===== config.mk =====
export PLATFORM = sky130hd
export DESIGN_NAME = vid_in_axi4s_sc
export DESIGN_NICKNAME = d
export VERILOG_FILES = /design/src/rtl/vid_in_axi4s_sc.sv
export SDC_FILE = /design/constraint.sdc
export NUM_CORES = 1
export LEC_CHECK = 0
export CORE_MARGIN = 2
export CORE_UTILIZATION = 30
export CTS_CLUSTER_DIAMETER = 200
export CTS_CLUSTER_SIZE = 14
export DETAILED_ROUTE_END_ITERATION = 12
export PLACE_DENSITY = 0.48
export SETUP_SLACK_MARGIN = 0.5
export SYNTH_ARGS = -nofsm -noshare
export SYNTH_HDL_FRONTEND = slang
export SYNTH_SLANG_ARGS = --single-unit

===== constraint.sdc =====
create_clock -name aclk -period 7.4 [get_ports aclk]
set_input_delay 0.74 -clock aclk [delete_from_list [all_inputs] [get_ports aclk]]
set_output_delay 0.74 -clock aclk [all_outputs]
set_load 0.1 [all_outputs]

===== src/rtl/vid_in_axi4s_sc.sv =====
// Single-clock parallel video capture into an AXI4-Stream video master.
// Marks SOF/EOL, stages one pixel, buffers in a FWFT FIFO with a registered head.
module vid_in_axi4s_sc #(
  parameter int DATA_WIDTH     = 32,
  parameter int FIFO_ADDR_BITS = 5
) (
  input  logic                  aclk,
  input  logic                  aresetn,
  input  logic                  vid_de,
  input  logic                  vid_vsync,
  input  logic [DATA_WIDTH-1:0] vid_data,
  output logic [DATA_WIDTH-1:0] m_axis_video_tdata,
  output logic                  m_axis_video_tvalid,
  input  logic                  m_axis_video_tready,
  output logic                  m_axis_video_tuser,
  output logic                  m_axis_video_tlast,
  output logic                  locked,
  output logic                  overflow,
  output logic                  empty
);

  localparam int W     = DATA_WIDTH + 2;
  localparam int DEPTH = 1 << FIFO_ADDR_BITS;

  localparam logic [FIFO_ADDR_BITS-1:0] PTR_ONE  = {{(FIFO_ADDR_BITS-1){1'b0}}, 1'b1};
  localparam logic [FIFO_ADDR_BITS:0]   CNT_ONE  = {{FIFO_ADDR_BITS{1'b0}}, 1'b1};
  localparam logic [FIFO_ADDR_BITS:0]   CNT_ZERO = {(FIFO_ADDR_BITS+1){1'b0}};
  localparam logic [FIFO_ADDR_BITS:0]   CNT_FULL = {1'b1, {FIFO_ADDR_BITS{1'b0}}};

  typedef enum logic [1:0] {
    WAIT_VS = 2'd0,
    ARMED   = 2'd1,
    ACTIVE  = 2'd2
  } state_t;

  state_t                    state_r;
  state_t                    state_nx_s;
  logic                      prev_vsync_r;
  logic                      vs_rise_s;
  logic                      capture_s;
  logic                      cur_sof_s;
  logic                      sof_pend_r;

  logic                      hold_valid_r;
  logic                      hold_sof_r;
  logic [DATA_WIDTH-1:0]     hold_data_r;
  logic                      line_end_s;

  logic [W-1:0]              mem_r [DEPTH];
  logic [FIFO_ADDR_BITS-1:0] wr_ptr_r;
  logic [FIFO_ADDR_BITS-1:0] rd_ptr_r;
  logic [FIFO_ADDR_BITS-1:0] rd_ptr_nx_s;
  logic [FIFO_ADDR_BITS:0]   cnt_r;
  logic [FIFO_ADDR_BITS:0]   cnt_nx_s;
  logic [FIFO_ADDR_BITS:0]   cnt_after_rd_s;
  logic                      full_s;
  logic                      rd_s;
  logic                      wr_s;
  logic                      ovf_s;
  logic [W-1:0]              wr_word_s;
  logic [W-1:0]              head_nx_s;

  logic [DATA_WIDTH-1:0]     tdata_r;
  logic                      tuser_r;
  logic                      tlast_r;
  logic                      tvalid_r;
  logic                      empty_r;
  logic                      locked_r;
  logic                      overflow_r;

  assign vs_rise_s  = vid_vsync & ~prev_vsync_r;
  assign line_end_s = ~vid_de | vs_rise_s;
  assign wr_word_s  = {hold_sof_r, line_end_s, hold_data_r};

  assign full_s = (cnt_r == CNT_FULL);
  assign rd_s   = tvalid_r & m_axis_video_tready;
  // A full FIFO still accepts the write when the head leaves in the same cycle.
  assign wr_s   = hold_valid_r & (~full_s | rd_s);
  assign ovf_s  = hold_valid_r & full_s & ~rd_s;

  // Capture state machine: next state and capture decision.
  always_comb begin
    state_nx_s = state_r;
    capture_s  = 1'b0;
    cur_sof_s  = sof_pend_r | vs_rise_s;
    if (ovf_s) begin
      state_nx_s = WAIT_VS;
    end else begin
      case (state_r)
        WAIT_VS: begin
          if (vs_rise_s) begin
            state_nx_s = ARMED;
          end else begin
            state_nx_s = WAIT_VS;
          end
        end
        ARMED: begin
          if (vid_de) begin
            state_nx_s = ACTIVE;
            capture_s  = 1'b1;
          end else begin
            state_nx_s = ARMED;
          end
        end
        ACTIVE: begin
          capture_s = vid_de;
        end
        default: begin
          state_nx_s = WAIT_VS;
        end
      endcase
    end
  end

  // State, vsync history, SOF-pending and lock/overflow flags.
  always_ff @(posedge aclk or negedge aresetn) begin
    if (!aresetn) begin
      state_r      <= WAIT_VS;
      prev_vsync_r <= 1'b0;
      sof_pend_r   <= 1'b0;
      locked_r     <= 1'b0;
      overflow_r   <= 1'b0;
    end else begin
      state_r      <= state_nx_s;
      prev_vsync_r <= vid_vsync;
      locked_r     <= (state_nx_s != WAIT_VS);
      overflow_r   <= overflow_r | ovf_s;
      if (ovf_s || capture_s) begin
        sof_pend_r <= 1'b0;
      end else if (vs_rise_s) begin
        sof_pend_r <= 1'b1;
      end
    end
  end

  // One-deep holding register; its tlast is resolved one cycle later.
  always_ff @(posedge aclk or negedge aresetn) begin
    if (!aresetn) begin
      hold_valid_r <= 1'b0;
      hold_sof_r   <= 1'b0;
      hold_data_r  <= {DATA_WIDTH{1'b0}};
    end else begin
      hold_valid_r <= capture_s;
      if (capture_s) begin
        hold_sof_r  <= cur_sof_s;
        hold_data_r <= vid_data;
      end
    end
  end

  // FIFO pointer/count arithmetic and next head word.
  always_comb begin
    rd_ptr_nx_s    = rd_ptr_r;
    cnt_after_rd_s = cnt_r;
    cnt_nx_s       = cnt_r;
    if (rd_s) begin
      rd_ptr_nx_s    = rd_ptr_r + PTR_ONE;
      cnt_after_rd_s = cnt_r - CNT_ONE;
    end else begin
      rd_ptr_nx_s    = rd_ptr_r;
      cnt_after_rd_s = cnt_r;
    end
    case ({wr_s, rd_s})
      2'b10:   cnt_nx_s = cnt_r + CNT_ONE;
      2'b01:   cnt_nx_s = cnt_r - CNT_ONE;
      default: cnt_nx_s = cnt_r;
    endcase
    // Writing into a FIFO that is empty after this read bypasses straight to the head.
    if (wr_s && (cnt_after_rd_s == CNT_ZERO)) begin
      head_nx_s = wr_word_s;
    end else begin
      head_nx_s = mem_r[rd_ptr_nx_s];
    end
  end

  // FIFO storage array.
  always_ff @(posedge aclk) begin
    if (wr_s) begin
      mem_r[wr_ptr_r] <= wr_word_s;
    end
  end

  // FIFO pointers, count and registered stream outputs.
  always_ff @(posedge aclk or negedge aresetn) begin
    if (!aresetn) begin
      wr_ptr_r <= {FIFO_ADDR_BITS{1'b0}};
      rd_ptr_r <= {FIFO_ADDR_BITS{1'b0}};
      cnt_r    <= CNT_ZERO;
      tvalid_r <= 1'b0;
      empty_r  <= 1'b1;
      tuser_r  <= 1'b0;
      tlast_r  <= 1'b0;
      tdata_r  <= {DATA_WIDTH{1'b0}};
    end else begin
      rd_ptr_r <= rd_ptr_nx_s;
      cnt_r    <= cnt_nx_s;
      tvalid_r <= (cnt_nx_s != CNT_ZERO);
      empty_r  <= (cnt_nx_s == CNT_ZERO);
      if (wr_s) begin
        wr_ptr_r <= wr_ptr_r + PTR_ONE;
      end
      if (cnt_nx_s != CNT_ZERO) begin
        {tuser_r, tlast_r, tdata_r} <= head_nx_s;
      end
    end
  end

  assign m_axis_video_tdata  = tdata_r;
  assign m_axis_video_tvalid = tvalid_r;
  assign m_axis_video_tuser  = tuser_r;
  assign m_axis_video_tlast  = tlast_r;
  assign locked              = locked_r;
  assign overflow            = overflow_r;
  assign empty               = empty_r;

endmodule


Word level (Yosys, flattened, before mapping)
Memory sizes are Yosys's and may differ from the RTL's.
Index checks and enable logic that the tools add are counted.
Word-level totals
  memories: 1
  bits in writable memories: 1088
  output and inout port bits: 38
  register bits: 92
  logic and storage cells: 62
Memories
  mem_r: words 32, bits a word 34, read ports 1, clocked after memory_dff 0, wr ports 1, line 49  | logic [W-1:0] mem_r [DEPTH];
Operators by class
  equal/unequal tests: 5
  multiplexer cells: 15
  reduce and logical (&&, ||, !) cells: 8
  bitwise gates (word level): 13
  $add $sub $neg: 4
Operator list (count)
  $mux W34: 1
  $logic_not A6 Y1: 2
  $pmux W6 S2: 1
  $add A5 B1 Y5 const B: 2
  $mux W1: 7
  $add A6 B1 Y6 const B: 1
  $eq A6 B6 Y1 const B: 1
  $mux W6: 1
  $pmux W2 S3: 1
  $reduce_bool A6 Y1: 1
  $sub A6 B1 Y6 const B: 1
  $and A1 B1 Y1: 5
  $mux W5: 1
  $eq A2 B1 Y1 const B: 2
  $eq A2 B2 Y1 const B: 2
  $mux W2: 2
  $not A1 Y1: 4
  $or A1 B1 Y1: 4
  $reduce_bool A2 Y1: 2
  $logic_not A2 Y1: 1
  $pmux W1 S2: 1
  $logic_and A1 B1 Y1: 1
  $logic_or A1 B1 Y1: 1

Logic depth before layout (Yosys ltp)
  depth in word-level cells: 7
  depth in mapped cells: 18
  gate-level depth less buffers: 14

Least setup slack after synthesis
No wires, ideal clock.
  path kind: register to register
  start point: reg tvalid_r (netlist: m_axis_video_tvalid)
  end point: reg tdata_r[2] (netlist: m_axis_video_tdata[2])
  arrival time: 4077 ps
  library setup time: 82 ps
  required time: 7318 ps
  path buffers: 8
  slack: 3241 ps
  cell stages (with the launch flop): 16
  period minus slack after synthesis: 4159 ps
  cells stage by stage: dfrtp_1 -> buf_2 -> and2_1 -> buf_6 -> buf_6 -> buf_2 -> buf_1 -> ha_1 -> clkbuf_1 -> a221o_1 -> a22o_1 -> or4b_1 -> buf_2 -> buf_6 -> mux2i_1 -> a31oi_1
On the way
  word-level cells in the longest chain between the ends: 6
Ends and longest elaborated chain
  from (decl): line 66  | logic tvalid_r;
  from (signal assigned): line 197  | tvalid_r <= (cnt_nx_s != CNT_ZERO);
  $and A1 B1 Y1 *: line 76  | assign rd_s = tvalid_r & m_axis_video_tready;
  $or A1 B1 Y1: line 78  | assign wr_s = hold_valid_r & (~full_s | rd_s);
  $and A1 B1 Y1: line 78
  $eq A2 B1 Y1 or $eq A2 B2 Y1 (tied branches): line 163  | case ({wr_s, rd_s})
  $pmux W6 S2 *: line 163
  named net cnt_nx_s[4]: line 54  | logic [FIFO_ADDR_BITS:0] cnt_nx_s;
  $reduce_bool A6 Y1 *: line 202  | if (cnt_nx_s != CNT_ZERO) begin
  to (signal assigned): line 193  | tdata_r <= {DATA_WIDTH{1'b0}};
  to (signal assigned): line 203  | {tuser_r, tlast_r, tdata_r} <= head_nx_s;
  to (decl): line 63  | logic [DATA_WIDTH-1:0] tdata_r;
Mark *: on every way through the listed nets, which the timed path passes. The rest lies on a longest branch.
A chain may end at the register's enable or synchronous reset.

Worst setup path in the final report
  start point: reg rd_ptr_r[1]
  end point: reg tdata_r[15] (netlist: m_axis_video_tdata[15])
On the way
  word-level cells in the longest chain between the ends: 4
Ends and longest elaborated chain
  from (decl): line 51  | logic [FIFO_ADDR_BITS-1:0] rd_ptr_r;
  from (signal assigned): line 187  | rd_ptr_r <= {FIFO_ADDR_BITS{1'b0}};
  from (signal assigned): line 195  | rd_ptr_r <= rd_ptr_nx_s;
  $add A5 B1 Y5: line 157  | rd_ptr_nx_s = rd_ptr_r + PTR_ONE;
  $mux W5 *: line 156  | if (rd_s) begin
  $mem_v2 Z32 W34 *
  $mux W34 *: line 169  | if (wr_s && (cnt_after_rd_s == CNT_ZERO)) begin
Mark *: on every way between the ends. The rest lies on a longest branch, timed or not.

==> flow_summary.ini <==
[status]
status = completed

[grt]
track_usage = 0.1902
grt_pass1_wl_mm = 257.2
grt_pass1_vias = 34050
antenna_found_initial = 4
grt_max_degree = 114
grt.overflow.total = 0

[routing]
vias = 33670
drc = 0
dr.first_iter.drc_count = 3040
via_per_inst = 5.471
wirelength_mm = 181.2
wire_per_inst_um = 29.44
firstDrtPassIters = 6
ant_nets = 0

[finish]
fillers = 17650
syn_to_final_growth_pct = 12.06
diodes = 0
layout.nets = 3659
fin_cells = 6155
drive_gt1_frac = 0.1810

[sta]
maxSlewViolCount = 0
final.period_utilization = 0.6608
rsz0062_at_grt = false
setup_viol = 0
max_freq_ghz = 0.2045
slew_headroom = 0.2017
hold_viol = 0
clock_skew_ns = 0.03486
tightest_slew_ns = 1.197
fin_crit_ns = 4.890
tns_ns = 0

[placed_design]
portBuffers = 74
place_inst = 5976
gp_congestion = 0.7678
hpwl_mm = 105.0

[critical_path]
startpoint = rd_ptr_r[1]
critPathArrivalTime_ns = 5.53
end_kind = flip-flop
start_kind = flip-flop
r2r_cells = 8
crit_slowest_cell = buf_4
crit_path_cell_trace = ha_4, buf_12, buf_4, mux2i_1, mux4_2, o221ai_1, o32ai_1, a31oi_1
critPathMaxFanout = 109
reg2reg_slack_ns = 2.51
required_ns = 8.04
r2r-end = m_axis_video_tdata[15]
cp_slowest_stage_delay_ns = 0.84
endpoint = m_axis_video_tdata[15]
rr_startpoint = rd_ptr_r[1]
critPathKind = reg -> reg

[synthesis]
synthFlopType = edfxtp_1
synthMostInstantiatedCell = edfxtp_1
synthesis.area_mm2 = 0.05558
synth_nets = 3642
postSynthCellCount = 3592
synthTopCellsByArea = edfxtp_1 59%, mux2i_1 12%, mux4_2 7.0%
async_flop_share = 0.07797
yosysSeqAreaShare = 0.6292
synth_common_cells = 1088 x edfxtp_1, 667 x mux2i_1, 223 x nand2_1, 201 x o22ai_1, 196 x mux2_2
ys_ff_latch = 1180
ys.warnings.count = 0
synth_cell_types = 63
synth_edf_count = 1088
yosys.area.top_type = edfxtp_1
synth_area_per_cell_um2 = 15.47
yosysTopAreaCellShare = 0.5878

[clocking]
cts_inserted_buffers = 94
clkLatencyLatePin_ns = 0.73
cts-root-buf = clkbuf_16
numClockSinks = 1180
cts_buffer_depth = 3
cts_tree = built
clk_pin_slew_ns = 0.07
cts.htree.levels = 3

[power_and_ir_drop]
p_int_mw = 16.14
ir_drop_mv = 0.4351
leakage_nw = 20.40
power_frac_seq = 0.344
power.switching_mw = 11.56
combPwrFrac = 0.480
sw_frac_of_total = 0.4174
pwr-share-clk = 0.176
powerDensity_mw_per_mm2 = 444.8

[floorplan]
fp-row-count = 157
die_h_um = 434.4
initial_core_util = 0.3026
fp.coreArea_mm2 = 0.1837
ios = 75
dieArea_mm2 = 0.1887
dieWidth_um = 434.4

[worst_hold_path]
hp-class = reg -> reg
min_path_cells = 1

[job]
drv_cap = 0
[routing by layer]
layer | part of all wire | track usage | vias to the layer above
met5 | 0 | 0 | -
met4 | 0.032 | 0.06284 | 0
met3 | 0.043 | 0.01931 | 251
met1 | 0.43 | 0.2486 | 17880
met2 | 0.50 | 0.3298 | 947
li1 | - | - | 14590
[kinds of logic (layout without fill, tap and decap cells)]
kind of cell / count (synthesis) / in the layout / synth area share
DFF: 1180 / 1180 / 0.6292
muxes: 1036 / 1036 / 0.2299
AOI/OAI and AO/OA: 581 / 581 / 0.07503
and+or+nand+nor: 480 / 480 / 0.03638
buffers and inverters: 295 / 394 / 0.02530
adders and majority gates: 13 / 13 / 0.002926
xor gates and xnor gates: 7 / 7 / 0.001238
[through the flow]
stage | worst slack, ns | power [mW] | instance area (µm²) | hold WS, ns | utilization
3_3_place_gp | 1.810 | 23.00 | 59510 | 0.4503 | 0.3240
3_5_place_dp | 1.856 | 23.05 | 59510 | 0.4589 | 0.3240
6_report | 2.510 | 27.71 | 62290 | 0.4683 | 0.3391
2_1_floorplan | 3.241 | 18.65 | 55580 | 0.4444 | -
5_1_grt | 2.245 | 28.98 | 62290 | 0.4900 | 0.3391
4_1_cts | 2.446 | 27.95 | 62290 | 0.4467 | 0.3391
[cell usage in the layout (no fill, tap or decap), types with 37 or more instances in the layout]
cell type	synthesis	routed
a21oi_1	38	37
a221oi_1	65	65
a22oi_1	39	39
a31oi_1	38	38
buf_4	28	117
clkbuf_1	111	76
clkbuf_16	0	95
clkdlybuf4s50_1	0	70
dfrtp_1	91	88
edfxtp_1	1088	1088
mux2_2	196	196
mux2i_1	667	667
mux4_2	173	173
nand2_1	223	222
nor2_1	145	110
nor3_1	67	67
o21ai_0	42	42
o22ai_1	201	201
[how the worst min path moves through the flow]
| stage | startpoint | end |
|---|---|---|
| 3_3_place_gp | overflow | overflow |
| 6_report | overflow | overflow |
| 3_5_place_dp | overflow | overflow |
| 5_1_grt | overflow | overflow |
| 4_1_cts | vid_vsync | prev_vsync_r |
| 2_1_floorplan | aresetn | cnt_r[0] |
[power by group through the flow]
stage               registers [mW]  clock network (mW)  logic [mW]
floorplan                     10.1                   0        8.50
finish                        9.53                4.89        13.3
global placement              9.71                   0        13.3
global route                  9.63                5.25        14.1
CTS                           9.57                5.02        13.4
detailed placement            9.72                   0        13.3
[repair_timing]
action                    in CTS  in global routing
hold endpoints to repair      18                  0
gates resized for setup        0                  0
hold buffers                   1                  0
buffers inserted               0                  0
[worst max-delay path: cells and delay by family (launching register included)]
family                     cells  cell delay (ns)
adders and majority gates      1             0.82
AOI/OAI and AO/OA              3             0.77
DFF                            1             0.78
muxes                          2             0.72
buffers and inverters          2             1.44
[cell type report]
type                    instances  area, µm²  area share
clock inverters                 7      103.9    0.001667
clock buffers                 171       2663     0.04275
inverters                      19      76.32    0.001225
multi-input cells            2117      19620      0.3150
flip-flops and latches       1180      34980      0.5616
repair buffers                197       1760     0.02826
well taps                    2464       3083     0.04949
[registers in the layout (all words and copies together), names as in the netlist, 2 cells and up]
| signal | cells |
|---|---|
| cnt_r | 6 |
| hold_data_r | 32 |
| m_axis_video_tdata | 32 |
| mem_r | 1088 |
| rd_ptr_r | 5 |
| state_r | 2 |
| wr_ptr_r | 5 |
No activity file was read; power rests on OpenSTA's default activity.
